File: src/rtl/uart_pkg.sv
// ============================================================================
// Module      : uart_pkg
// Description : Shared constants for the UART transmit path: parity modes,
//               FSM state encoding and the default bit period.
// Revision    : 1.0 - initial release
// ============================================================================
`default_nettype none

package uart_pkg;

    localparam logic [1:0] PARITY_NONE = 2'b00;
    localparam logic [1:0] PARITY_EVEN = 2'b01;
    localparam logic [1:0] PARITY_ODD  = 2'b10;

    localparam logic [2:0] c_ST_IDLE   = 3'd0;
    localparam logic [2:0] c_ST_START  = 3'd1;
    localparam logic [2:0] c_ST_DATA   = 3'd2;
    localparam logic [2:0] c_ST_PARITY = 3'd3;
    localparam logic [2:0] c_ST_STOP   = 3'd4;

    // 50 MHz system clock at 115200 baud
    localparam int c_DEFAULT_CYCLES_PER_BIT = 434;

endpackage

`default_nettype wire

File: src/rtl/uart_sync_fifo.sv
// ============================================================================
// Module      : uart_sync_fifo
// Description : Single-clock FIFO with registered occupancy count and
//               show-ahead read data; depth must be a power of two.
// Revision    : 1.0 - initial release
// ============================================================================
`default_nettype none

module uart_sync_fifo
    import uart_pkg::*;
#(
    parameter int WIDTH = 8,
    parameter int DEPTH = 4,
    localparam int CNT_W = $clog2(DEPTH + 1)
) (
    input  logic             i_CLK,
    input  logic             i_RESET,
    input  logic             i_push,
    input  logic [WIDTH-1:0] i_wr_data,
    input  logic             i_pop,
    output logic [WIDTH-1:0] o_rd_data,
    output logic             o_full,
    output logic             o_empty,
    output logic [CNT_W-1:0] o_count
);

    localparam int PTR_W = $clog2(DEPTH);

    logic [WIDTH-1:0] r_mem [DEPTH];
    logic [PTR_W-1:0] r_wr_ptr;
    logic [PTR_W-1:0] r_rd_ptr;
    logic [CNT_W-1:0] r_count;
    logic             w_push;
    logic             w_pop;

    // Full is taken from the registered count, so a pop never frees a slot
    // for a push in the same cycle.
    assign o_full  = (r_count == CNT_W'(DEPTH));
    assign o_empty = (r_count == '0);
    assign w_push  = i_push && !o_full;
    assign w_pop   = i_pop && !o_empty;

    always_ff @(posedge i_CLK) begin
        if (!i_RESET) begin
            r_wr_ptr <= '0;
            r_rd_ptr <= '0;
            r_count  <= '0;
        end else begin
            if (w_push) r_wr_ptr <= r_wr_ptr + 1'b1;
            if (w_pop)  r_rd_ptr <= r_rd_ptr + 1'b1;
            case ({w_push, w_pop})
                2'b10:   r_count <= r_count + 1'b1;
                2'b01:   r_count <= r_count - 1'b1;
                default: r_count <= r_count;
            endcase
        end
    end

    always_ff @(posedge i_CLK) begin
        if (w_push) r_mem[r_wr_ptr] <= i_wr_data;
    end

    assign o_rd_data = r_mem[r_rd_ptr];
    assign o_count   = r_count;

endmodule

`default_nettype wire

File: src/rtl/uart_tx_fifo.sv
// ============================================================================
// Module      : uart_tx_fifo
// Description : FIFO-buffered UART transmitter, LSB first, runtime parity and
//               stop-bit selection latched per frame.
// Revision    : 1.0 - initial release
// ============================================================================
`default_nettype none

module uart_tx_fifo
    import uart_pkg::*;
#(
    parameter int CYCLES_PER_BIT = c_DEFAULT_CYCLES_PER_BIT,
    parameter int DATA_BITS      = 8,
    parameter int FIFO_DEPTH     = 4
) (
    input  logic                               i_CLK,
    input  logic                               i_RESET,
    input  logic                               i_TX_DV,
    input  logic [DATA_BITS-1:0]               i_PARALLEL_DATA,
    output logic                               o_TX_READY,
    input  logic [1:0]                         i_PARITY_MODE,
    input  logic                               i_TWO_STOP,
    output logic                               o_SERIAL_DATA,
    output logic                               o_TX_ACTIVE,
    output logic                               o_TX_DONE,
    output logic [$clog2(FIFO_DEPTH+1)-1:0]    o_FIFO_COUNT
);

    localparam int CYC_W = $clog2(CYCLES_PER_BIT);
    localparam int BIT_W = $clog2(DATA_BITS);
    localparam logic [CYC_W-1:0] c_CYC_LAST  = CYC_W'(CYCLES_PER_BIT - 1);
    localparam logic [BIT_W-1:0] c_DATA_LAST = BIT_W'(DATA_BITS - 1);

    logic [2:0]           r_state;
    logic [2:0]           w_next_state;
    logic [CYC_W-1:0]     r_cycle_cnt;
    logic [BIT_W-1:0]     r_bit_cnt;
    logic [DATA_BITS-1:0] r_data;
    logic [1:0]           r_par_mode;
    logic                 r_two_stop;
    logic                 r_serial;
    logic                 r_active;
    logic                 r_done;

    logic                 w_pop;
    logic                 w_fifo_full;
    logic                 w_fifo_empty;
    logic [DATA_BITS-1:0] w_fifo_head;
    logic                 w_bit_end;
    logic                 w_last_stop;
    logic                 w_par_en;
    logic                 w_par_bit;
    logic                 w_serial;
    logic                 w_active;
    logic                 w_done;

    uart_sync_fifo #(
        .WIDTH (DATA_BITS),
        .DEPTH (FIFO_DEPTH)
    ) u_fifo (
        .i_CLK     (i_CLK),
        .i_RESET   (i_RESET),
        .i_push    (i_TX_DV),
        .i_wr_data (i_PARALLEL_DATA),
        .i_pop     (w_pop),
        .o_rd_data (w_fifo_head),
        .o_full    (w_fifo_full),
        .o_empty   (w_fifo_empty),
        .o_count   (o_FIFO_COUNT)
    );

    assign w_bit_end   = (r_cycle_cnt == c_CYC_LAST);
    assign w_last_stop = r_two_stop ? (r_bit_cnt == BIT_W'(1)) : (r_bit_cnt == '0);
    assign w_par_en    = (r_par_mode == PARITY_EVEN) || (r_par_mode == PARITY_ODD);
    assign w_par_bit   = (^r_data) ^ (r_par_mode == PARITY_ODD);

    always_ff @(posedge i_CLK) begin
        if (!i_RESET) r_state <= c_ST_IDLE;
        else          r_state <= w_next_state;
    end

    always_comb begin
        w_next_state = r_state;
        w_pop        = 1'b0;
        case (r_state)
            c_ST_IDLE: begin
                if (!w_fifo_empty) begin
                    w_pop        = 1'b1;
                    w_next_state = c_ST_START;
                end
            end
            c_ST_START:  if (w_bit_end) w_next_state = c_ST_DATA;
            c_ST_DATA: begin
                if (w_bit_end && (r_bit_cnt == c_DATA_LAST))
                    w_next_state = w_par_en ? c_ST_PARITY : c_ST_STOP;
            end
            c_ST_PARITY: if (w_bit_end) w_next_state = c_ST_STOP;
            c_ST_STOP:   if (w_bit_end && w_last_stop) w_next_state = c_ST_IDLE;
            default:     w_next_state = c_ST_IDLE;
        endcase
    end

    always_comb begin
        w_serial = 1'b1;
        w_active = 1'b1;
        w_done   = 1'b0;
        case (r_state)
            c_ST_IDLE:   w_active = 1'b0;
            c_ST_START:  w_serial = 1'b0;
            c_ST_DATA:   w_serial = r_data[r_bit_cnt];
            c_ST_PARITY: w_serial = w_par_bit;
            c_ST_STOP:   w_done   = w_bit_end && w_last_stop;
            default:     w_active = 1'b0;
        endcase
    end

    // Line outputs are registered one cycle behind the state, giving the
    // two-edge latency from accept to start bit.
    always_ff @(posedge i_CLK) begin
        if (!i_RESET) begin
            r_cycle_cnt <= '0;
            r_bit_cnt   <= '0;
            r_data      <= '0;
            r_par_mode  <= PARITY_NONE;
            r_two_stop  <= 1'b0;
            r_serial    <= 1'b1;
            r_active    <= 1'b0;
            r_done      <= 1'b0;
        end else begin
            if ((r_state == c_ST_IDLE) || w_bit_end) r_cycle_cnt <= '0;
            else                                     r_cycle_cnt <= r_cycle_cnt + 1'b1;

            if (w_next_state != r_state) r_bit_cnt <= '0;
            else if (w_bit_end)          r_bit_cnt <= r_bit_cnt + 1'b1;

            if (w_pop) begin
                r_data     <= w_fifo_head;
                r_par_mode <= i_PARITY_MODE;
                r_two_stop <= i_TWO_STOP;
            end

            r_serial <= w_serial;
            r_active <= w_active;
            r_done   <= w_done;
        end
    end

    assign o_TX_READY    = !w_fifo_full;
    assign o_SERIAL_DATA = r_serial;
    assign o_TX_ACTIVE   = r_active;
    assign o_TX_DONE     = r_done;

endmodule

`default_nettype wire
File: config.mk
export PLATFORM = sky130hd
export DESIGN_NAME = uart_tx_fifo
export DESIGN_NICKNAME = d
export VERILOG_FILES = /design/src/rtl/uart_pkg.sv /design/src/rtl/uart_sync_fifo.sv /design/src/rtl/uart_tx_fifo.sv
export SDC_FILE = /design/constraint.sdc
export NUM_CORES = 1
export LEC_CHECK = 0
export BUFFER_PORTS_ARGS = -buffer_cell sky130_fd_sc_hd__buf_2
export CAP_MARGIN = 5
export CORE_MARGIN = 5
export CORE_UTILIZATION = 54
export DETAILED_ROUTE_END_ITERATION = 7
export PLACE_DENSITY = 0.74
export SLEW_MARGIN = 20
export SYNTH_ARGS = -nofsm -noshare
export SYNTH_HDL_FRONTEND = slang
export SYNTH_SLANG_ARGS = --single-unit
File: constraint.sdc
create_clock -name i_CLK -period 3 [get_ports i_CLK]
set_input_delay 0 -clock i_CLK [delete_from_list [all_inputs] [get_ports i_CLK]]
set_output_delay 0 -clock i_CLK [all_outputs]
set_load 0.1 [all_outputs]
==> results by group, run 1 <==
Outcome
  – Outcome: complete, no violations

Power and ir drop
  – Leak pwr: 1.27 nW
  – Pwr Density: 881 nW/um^2
  – VDD IR-drop max: 545 uV
  – Tot Pwr: 3.07 mW

Clocking
  – CTS clk-pin slew, worst paths: 0.07 ns
  – CTS tree: done
  – Cts hold-fix bufs: 11
  – Post_cts resized: 0
  – CTS Buf Count: 9
  – CTS H-tree depth: 3
  – Max Buffers Root-to-Sink: 2
  – Clk root buf: clkbuf_8
  – Worst skew pair latency: 0.34 ns
  – CTS Sinks: 68
  – Post-CTS Setup Inserts: 0

Cells and area
  – # nets final: 307
  – Design Area, Final: 3490 sq um
  – Post-layout util: 63.3%
  – Diode count: 0
  – P&R area growth vs syn: 14.6%
  – Layout cells sized above 1: 18.9%

Synthesis
  – Synth cell types: 43
  – Async SR Flop Fraction: 0%
  – Top-count cell post-synth: dfxtp_1
  – Top post-synthesis cells by count: dfxtp_1 (36), edfxtp_1 (32), nand2_1 (30)
  – Top cells by area, synth: edfxtp_1 (32%), dfxtp_1 (24%), mux4_2 (7.4%)
  – Seq/Total Area, Yosys: 55.2%
  – Synth top area share: 31.6%
  – Synth Register Bits: 68
  – Cells after synthesis: 246
  – Mapped Avg Cell Area: 12.4 sq um
  – Synth warn: 0
  – Syn_nets: 273
  – Most used DFF post-synth: dfxtp_1
  – Leading area contributor after synthesis: edfxtp_1
  – Post-synth EDFFs: 32
  – Post-Syn Area: 3040 sq um

STA
  – Worst Clk Skew: 0.00612 ns
  – Fin crit share: 79.3%
  – Min Clock Period, post-route: 2.38 ns
  – Final Hold Vio Count: 0
  – Fmax: 0.420 GHz
  – Post-route setup TNS: 0 ns
  – Worst slew pin tran: 0.634 ns
  – Worst relative slew slack: 57.7%
  – RSZ-0062 raised after global routing: no
  – WHS: 0.0958 ns
  – Count of pins over their slew limit: 0
  – Final setup vio count: 0

Routing
  – Starting DRT DRC Count: 75
  – DRT antenna net count: 0
  – Wire per inst: 14.2 um
  – 1st-pass router iterations: 4
  – Via count: 1878
  – Residual DRC count: 0
  – Vias per cell: 5.26
  – WL final: 5.07 mm

Floorplanning
  – I/O pin count: 21
  – Die W: 85.1 um
  – CORE AREA: 5510 sq um
  – Cell Rows: 27
  – Initial Utilization: 55.3%
  – Die Ht: 85.1 um
  – DIE AREA: 7240 sq um

Critical path
  – CP Max Fanout: 13
  – Crit start category: flip-flop
  – Data arrival, critical path: 2.65 ns
  – Crit Path Class: flip-flop to flip-flop
  – Worst Setup End Kind: flip-flop
  – Worst endpoint required time: 3.27 ns

Global routing
  – Number of global-route vias before repair: 1870
  – First-pass GRT wire length: 8.89 mm
  – GRT overflow: 0
  – Largest net degree at the start of global routing: 25
  – Antenna violations before repair: 0
  – Total track usage: 15.9%

Placement
  – Placer's final routability congestion estimate: 0.895
  – Half-perimeter wire length after placement: 3.51 mm
  – Area after DPL: 3210 sq um
  – PortBufs: 20

Job
  – Max-cap viol count: 0

Hold path
  – Hold Path Class: primary input to flip-flop
## worst max-delay path: stages (launching register included)
cell and delay [ns]:
dfxtp_1 0.42, nor2_1 0.24, nand3b_1 0.13, inv_1 0.07, buf_4 0.19, ha_1 0.20, inv_1 0.06, fa_1 0.37
xor2_1 0.16, or3_1 0.30, a21boi_0 0.16
## cell type report
cell class | count | area (sq um)
flip-flops and latches | 68 | 1680
clock inverters | 7 | 43.8
repair buffers | 33 | 225
inverters | 11 | 41.3
clock buffers | 9 | 124
well taps | 72 | 90.1
fillers | 430 | 2020
multi-input cells | 157 | 1280
## layer usage
layer	track usage [%]	vias up	share of wire (%)
met1	19.5	881	46
met2	25.6	39	47
met3	5.44	8	4.9
li1	-	950	-
met4	6.47	0	1.7
met5	0	-	0
## cells by family (layout without fill, tap and decap cells)
group	after synthesis	count (layout)	share of synthesized area, %
compound gates	29	29	6.54
xor+xnor	20	20	6.21
fa+ha+maj	13	13	5.59
buf+inv	21	60	2.75
flops	68	68	55.2
mux	14	14	8.71
simple gates	81	81	15.0
## stage by stage
| step | instances | setup WS (ns) |
|---|---|---|
| 2_1_floorplan | 246 | 0.0457 |
| 3_3_place_gp | 330 | 0.720 |
| 3_5_place_dp | 330 | 0.646 |
| 4_1_cts | 357 | 0.635 |
| 5_1_grt | 357 | 0.424 |
| 6_report | 357 | 0.620 |
## flip-flops by register name, indices dropped and copies added (netlist names)
name and count:
u_fifo.r_mem 32, r_par_mode 2, r_two_stop 1, r_cycle_cnt 9, r_state 3, u_fifo.o_count 3
r_bit_cnt 3, r_data 8, u_fifo.r_wr_ptr 2, o_TX_DONE 1, u_fifo.r_rd_ptr 2, o_TX_ACTIVE 1
o_SERIAL_DATA 1
## placed cells by master (no fill, tap or decap), types with 2 or more instances in the layout
cell type and n:
a21boi_0 13, a21oi_1 6, and2_1 7, and3_1 5, and4_1 2, buf_2 20
buf_4 2, clkbuf_8 9, clkinv_2 3, clkinv_4 2, dfxtp_1 35, dlygate4sd3_1 11
edfxtp_1 32, ha_1 12, inv_1 11, mux2i_1 4, mux4_2 10, nand2_1 30
nand3_1 3, nand4b_1 3, nor2_1 11, nor2b_1 3, nor4b_1 3, o21ai_0 4
or3_1 3, xnor2_1 14, xor2_1 5
## path summary, 6_finish.rpt
kind	start	end	slack [ns]	cells after the start
worst min register to register	r_par_mode[1]	r_par_mode[1]	0.47	2
worst max-delay path	r_state[0]	u_fifo.o_count[2]	0.62	10
worst min-delay path	i_RESET	r_data[6]	0.1	2
worst max register to register	r_state[0]	u_fifo.o_count[2]	0.62	10
## power breakdown
part           switching [mW]  internal [mW]  leakage [nW]  total [mW]
clock                   0.352          0.295        0.0864       0.647
sequential              0.143           1.13         0.587        1.27
combinational           0.673          0.477         0.596        1.15
total                    1.17           1.90          1.27        3.07
Power figures use the tool's default switching activity.
==> run 2, diff against run 1 <==
- PLACE_DENSITY: 0.74 -> 0.77
- clock period: 3 -> 2.05 ns (I/O delays scaled with it)
==> run 2 against run 1 <==
The flow now finishes with violations (setup timing); fmax grew 15%; register-to-register slack got worse by 0.64 ns; first-iteration DRC count rose by 57%; largest cell class unchanged; via count rose by 3.6%.
==> results by group, run 2 (synthesized netlist as in run 1, its figures left out) <==
Outcome
  – Outcome: finished with violations
  – Failing checks: setup timing

Power and ir drop
  – Sw Share: 37.2% (-0.83 points)
  – Tot Pwr: 4.63 mW (+51%)
  – VDD IR-drop max: 774 uV (+42%)
  – Pwr Density: 1290 nW/um^2 (+46%)
  – Switching power: 1.72 mW (+48%)
  – Leak pwr: 1.32 nW (+3.8%)
  – P_int: 2.91 mW (+53%)
  – Clock share of power: 20.2% (-0.9 points)
  – Sequential share of power: 38.9% (-2.6 points)
  – Logic pwr share: 40.9% (+3.5 points)

Critical path
  – Reg-to-reg setup timing slack: -0.02 ns (-0.64 ns)
  – Crit start category: flip-flop
  – CP peak stage delay: 0.38 ns (-0.04 ns)
  – Worst Setup End Kind: flip-flop
  – CP Max Fanout: 5 (-8)
  – Crit Reg-Reg Startpoint: u_fifo.o_count[2]
  – Worst endpoint required time: 2.31 ns (-0.96 ns)
  – Data arrival, critical path: 2.34 ns (-0.31 ns)
  – Slowest CP cell: or3b_4
  – Crit Path Class: flip-flop to flip-flop
  – Reg2reg path depth: 9 (-1)
  – CP Cell Sequence: or3b_4 > and2_4 > inv_4 > ha_4 > inv_2 > fa_2 > xor2_1 > or3_1 > a21boi_1
  – R2r endpoint: u_fifo.o_count[2]

Clocking
  – Post_cts resized: 0 (unchanged)
  – CTS clk-pin slew, worst paths: 0.07 ns (about the same)
  – CTS Buf Count: 9 (unchanged)
  – Post-CTS Setup Inserts: 0 (unchanged)
  – Worst skew pair latency: 0.34 ns (about the same)
  – Clk root buf: clkbuf_8
  – CTS tree: done
  – Max Buffers Root-to-Sink: 2 (unchanged)
  – CTS Sinks: 68 (unchanged)
  – CTS H-tree depth: 3 (unchanged)

Cells and area
  – P&R area growth vs syn: 18.0%
  – Design Area, Final: 3590 sq um (+3.0%)
  – Post-layout util: 65.3% (+1.9 points)
  – Max FFs per register: 32 (unchanged)
  – Biggest regs: u_fifo.r_mem x32, r_cycle_cnt x9, r_data x8
  – Diode count: 0 (unchanged)
  – Finished Layout Cells: 367 (+2.8%)
  – Layout cells sized above 1: 24.4% (+5.5 points)
  – Commonest cells after routing, fill and taps aside: dfxtp_1 (33), edfxtp_1 (32), nand2_1 (30)
  – # nets final: 318 (+3.6%)
  – Most common cell after layout, fill and taps aside: dfxtp_1
  – Fillers: 410 (-4.7%)
  – Most flop-heavy register: u_fifo.r_mem

Routing
  – Residual DRC count: 0 (unchanged)
  – WL final: 5.28 mm (+4.3%)
  – 1st-pass router iterations: 4 (unchanged)
  – Via count: 1946 (+3.6%)
  – DRT antenna net count: 0 (unchanged)
  – Starting DRT DRC Count: 118 (+57%)
  – Vias per cell: 5.30 (+0.80%)
  – Wire per inst: 14.4 um (+1.4%)

Floorplanning
  – DIE AREA: 7240 sq um (unchanged)
  – Cell Rows: 27 (unchanged)
  – CORE AREA: 5510 sq um (unchanged)
  – Die Ht: 85.1 um (unchanged)
  – Initial Utilization: 55.3% (unchanged)
  – I/O pin count: 21 (unchanged)
  – Die W: 85.1 um (unchanged)

STA
  – Post-route setup TNS: -0.0244 ns (-0.0244 ns)
  – Final Hold Vio Count: 0 (unchanged)
  – Fin crit share: 101% (+22 points)
  – RSZ-0062 raised after global routing: yes
  – Count of pins over their slew limit: 0 (unchanged)
  – WHS: 0.101 ns (+0.00536 ns)
  – Min Clock Period, post-route: 2.07 ns (-0.306 ns)
  – Worst slew pin tran: 0.495 ns (-0.139 ns)
  – Final setup vio count: 1 (+1)
  – Final setup margin: -0.0244 ns (-0.644 ns)
  – Worst Clk Skew: 0.00686 ns (+0.000739 ns)
  – Worst relative slew slack: 66.5% (+8.9 points)
  – Fmax: 0.482 GHz (+15%)

Hold path
  – Hold Crit Endpoint: u_fifo.o_count[2]
  – Worst hold start: i_RESET
  – Hold Path Class: primary input to flip-flop
  – Hold Path Stages: 2 (unchanged)

Global routing
  – Largest net degree at the start of global routing: 25 (unchanged)
  – First-pass GRT wire length: 9.18 mm (+3.3%)
  – Antenna violations before repair: 0 (unchanged)
  – Number of global-route vias before repair: 1987 (+6.3%)
  – Total track usage: 16.2% (+0.34 points)
  – GRT overflow: 0 (unchanged)

Job
  – Max-cap viol count: 0 (unchanged)

Placement
  – Half-perimeter wire length after placement: 3.60 mm (+2.5%)
  – Area after DPL: 3320 sq um (+3.4%)
  – PortBufs: 20 (unchanged)
  – Placed cell count: 341 (+3.3%)
  – Setup slack at placement: -0.0133 ns (-0.660 ns)
  – Placer's final routability congestion estimate: 0.903 (+0.94%)
run 2: cell types whose count changed in the layout (fill, tap and decap cells not counted), sizes merged:
cell and change:
buf +11, clkinv -4, clkinvlp +2, inv +1
run 2: how the worst max path moves through the flow:
stage | startpoint | endpoint | slack, ns | depth (start not counted)
floorplan | u_fifo.o_count[2] | u_fifo.o_count[2] | -0.44 | 9
global placement | u_fifo.o_count[2] | u_fifo.o_count[2] | 0.02 | 9
detailed placement | u_fifo.o_count[2] | u_fifo.o_count[2] | -0.01 | 9
CTS | u_fifo.o_count[2] | u_fifo.o_count[2] | -0.04 | 9
global route | u_fifo.o_count[2] | u_fifo.o_count[2] | -0.11 | 9
finish | u_fifo.o_count[2] | u_fifo.o_count[2] | -0.02 | 9
run 2: power groups by stage:
stage                     registers, mW  clock network [mW]  logic, mW
after floorplan                    2.06                   0       1.21
after global placement             1.82                   0       1.86
after detailed placement           1.83                   0       1.89
after CTS                          1.80               0.955       1.91
after global routing               1.83                1.01       2.10
final                              1.80               0.935       1.89
run 2: what timing repair did:
action	CTS	global route
endpoints found under the setup margin	1	2
hold endpoints to repair	35	0
hold buffers	11	0
run 2: layout make-up:
| type | count | area (sq um) | share of cell area, % |
|---|---|---|---|
| flip-flops and latches | 68 | 1690 | 47.0 |
| multi-input cells | 157 | 1300 | 36.1 |
| repair buffers | 44 | 308 | 8.57 |
| clock buffers | 9 | 124 | 3.45 |
| well taps | 72 | 90.1 | 2.51 |
| inverters | 11 | 43.8 | 1.22 |
| clock inverters | 6 | 41.3 | 1.15 |
run 2: worst max-delay path: cells and delay by family, from the launching register on:
kind / cells / cell delay, ns
AND/OR/NAND/NOR: 3 / 0.85
adder cells (fa/ha/maj): 2 / 0.45
flip-flops: 1 / 0.35
XOR/XNOR: 1 / 0.15
AO/OA/AOI/OAI: 1 / 0.11
buffers and inverters: 2 / 0.09
run 2: routing by layer:
metal | track usage, % | wire, um | vias to the layer above
li1 | - | - | 970
met1 | 19.3 | 2320 | 927
met2 | 27.4 | 2620 | 39
met3 | 4.85 | 265 | 10
met4 | 6.47 | 85 | 0
met5 | 0 | 0 | -
==> run 3, diff against run 2 <==
- ABC_AREA: default -> 1
- ABC_CLOCK_PERIOD_IN_PS: default -> 2050
==> run 3 against run 2 <==
The flow now finishes without violations; clock power increased by 28%; first-iteration DRC count increased by 25%; worst setup slack improved by 0.19 ns; power increased by 7.5%; fmax increased by 10%; critical path type unchanged.
==> results by group, run 3 <==
STA
  – Worst slew pin tran: 0.491 ns (-0.00449 ns)
  – Fin crit share: 91.8% (-9.4 points)
  – Min Clock Period, post-route: 1.88 ns (-0.192 ns)
  – Final Hold Vio Count: 0 (unchanged)
  – Count of pins over their slew limit: 0 (unchanged)
  – Final setup margin: 0.168 ns (+0.192 ns)
  – Post-route setup TNS: 0 ns (+0.0244 ns)
  – Worst relative slew slack: 67.5% (+0.97 points)
  – Final setup vio count: 0 (-1)
  – RSZ-0062 raised after global routing: no
  – Fmax: 0.531 GHz (+10%)
  – Worst Clk Skew: 0.00593 ns (-0.000923 ns)

Synthesis
  – Top cells by area, synth: edfxtp_1 (31%), dfxtp_1 (23%), nor2_1 (7.3%)
  – Top-count cell post-synth: nor2_1
  – Syn_nets: 365 (+34%)
  – Async SR Flop Fraction: 0% (unchanged)
  – Cells after synthesis: 338 (+37%)
  – Synth Register Bits: 68 (unchanged)
  – Top post-synthesis cells by count: nor2_1 (61), o21ai_0 (40), dfxtp_1 (36)
  – Mapped Avg Cell Area: 9.22 sq um (-26%)
  – Seq/Total Area, Yosys: 54.0% (-1.3 points)
  – Leading area contributor after synthesis: edfxtp_1
  – Synth warn: 0 (unchanged)
  – Synth top area share: 30.8% (-0.72 points)
  – Synth cell types: 35 (-19%)
  – Post-Syn Area: 3120 sq um (+2.3%)
  – Post-synth EDFFs: 32 (unchanged)
  – Most used DFF post-synth: dfxtp_1

Power and ir drop
  – Leak pwr: 1.49 nW (+13%)
  – Tot Pwr: 4.98 mW (+7.5%)
  – VDD IR-drop max: 964 uV (+25%)
  – Pwr Density: 1350 nW/um^2 (+4.6%)

Cells and area
  – Diode count: 0 (unchanged)
  – Layout cells sized above 1: 19.3% (-5.1 points)
  – Biggest regs: u_fifo.r_mem x32, r_cycle_cnt x9, r_data x8
  – Max FFs per register: 32 (unchanged)
  – Finished Layout Cells: 455 (+24%)
  – Most common cell after layout, fill and taps aside: nor2_1
  – P&R area growth vs syn: 18.6%
  – Commonest cells after routing, fill and taps aside: nor2_1 (61), o21ai_0 (38), dfxtp_1 (33)
  – Most flop-heavy register: u_fifo.r_mem
  – # nets final: 405 (+27%)
  – Design Area, Final: 3690 sq um (+2.8%)

Clocking
  – CTS clk-pin slew, worst paths: 0.07 ns (about the same)
  – Post_cts resized: 0 (unchanged)
  – CTS Buf Count: 9 (unchanged)
  – CTS tree: done
  – Worst skew pair latency: 0.34 ns (about the same)
  – CTS Sinks: 68 (unchanged)
  – Post-CTS Setup Inserts: 0 (unchanged)
  – Cts hold-fix bufs: 12 (+1)
  – Clk root buf: clkbuf_8
  – CTS H-tree depth: 3 (unchanged)
  – Max Buffers Root-to-Sink: 2 (unchanged)

Routing
  – DRT antenna net count: 0 (unchanged)
  – Wire per inst: 13.1 um (-9.3%)
  – Via count: 2340 (+20%)
  – Residual DRC count: 0 (unchanged)
  – Vias per cell: 5.14 (-3.0%)
  – Starting DRT DRC Count: 148 (+25%)
  – WL final: 5.94 mm (+12%)
  – 1st-pass router iterations: 4 (unchanged)

Job
  – Max-cap viol count: 0 (unchanged)

Critical path
  – Worst endpoint required time: 2.28 ns (-0.03 ns)
  – Data arrival, critical path: 2.11 ns (-0.23 ns)
  – Crit start category: flip-flop
  – CP Max Fanout: 5 (unchanged)
  – Worst Setup End Kind: flip-flop
  – Crit Path Class: flip-flop to flip-flop

Placement
  – PortBufs: 20 (unchanged)
  – Area after DPL: 3360 sq um (+1.2%)
  – Placed cell count: 427 (+25%)
  – Half-perimeter wire length after placement: 3.98 mm (+11%)
  – Placer's final routability congestion estimate: 0.836 (-7.4%)
  – Setup slack at placement: 0.242 ns (+0.256 ns)

Floorplanning
  – CORE AREA: 5540 sq um (+0.61%)
  – Die W: 86.0 um (+1.0%)
  – I/O pin count: 21 (unchanged)
  – Cell Rows: 27 (unchanged)
  – Die Ht: 86.0 um (+1.0%)
  – DIE AREA: 7390 sq um (+2.1%)
  – Initial Utilization: 56.2% (+0.95 points)

Global routing
  – GRT overflow: 0 (unchanged)
  – Antenna violations before repair: 0 (unchanged)
  – First-pass GRT wire length: 10.2 mm (+11%)
  – Total track usage: 17.7% (+1.5 points)
  – Largest net degree at the start of global routing: 21 (-16%)
  – Number of global-route vias before repair: 2235 (+12%)

Outcome
  – Outcome: complete, no violations

Hold path
  – Hold Path Class: primary input to flip-flop
==> run 3: cell count changes in the layout (fill, tap and decap cells not counted), sizes merged, moves of 8 or more <==
cell | before | now
inv | 12 | 36
a31oi | 0 | 9
mux4 | 10 | 0
nor3 | 1 | 9
a21boi | 13 | 0
o21ai | 4 | 42
xnor2 | 14 | 5
a21oi | 6 | 16
nor2 | 11 | 66
==> run 3: power by group <==
group	leakage (nW)	switching (mW)	internal, mW
Clock	0.102	0.513	0.685
Sequential	0.590	0.187	1.70
Combinational	0.796	1.27	0.634
==> run 3: path summary, 6_finish.rpt <==
path,from,to,slack [ns],cells past startpoint
max,r_state[0],u_fifo.o_count[2],0.17,10
min,i_RESET,u_fifo.o_count[0],0.07,3
max reg2reg,r_state[0],u_fifo.o_count[2],0.17,10
min reg2reg,r_two_stop,r_two_stop,0.47,2
==> run 3: metal layers <==
layer / up-vias / share of wire [%] / global-route usage, %
met5: - / 0 / 0
met4: 0 / 1.5 / 7.48
met3: 9 / 3.9 / 4.61
met2: 48 / 50 / 29.2
met1: 1071 / 45 / 21.8
li1: 1212 / - / -
==> run 3: cell type report <==
type | instances | area [sq um]
Tap cell | 72 | 90.1
Clock buffer | 10 | 128
Clock inverter | 6 | 88.8
Timing Repair Buffer | 38 | 265
Fill cell | 460 | 1850
Multi-Input combinational cell | 223 | 1280
Inverter | 38 | 144
Sequential cell | 68 | 1690
==> run 3: kinds of logic after synthesis <==
group	Yosys count	synth area share, %
and+or+nand+nor	131	19.8
AOI/OAI and AO/OA	70	12.1
DFF	68	54.0
buffers and inverters	47	6.06
adders and majority gates	13	5.46
xor gates and xnor gates	9	2.53
==> run 3: through the flow <==
step,hold slack (ns),util [%]
floorplan,0.0989,-
global placement,0.211,60.6
detailed placement,0.217,60.6
CTS,0.0703,66.7
global route,0.0915,66.7
finish,0.0737,66.7
==> run 3: worst max-delay path, stage by stage, from the launching register on <==
cell     delay, ns
dfxtp_1       0.38
nor2_2        0.16
nand2_1       0.10
nor2_2        0.16
ha_4          0.15
inv_2         0.04
fa_2          0.34
a21oi_1       0.13
o21ai_1       0.11
o21ai_1       0.15
a21oi_1       0.05
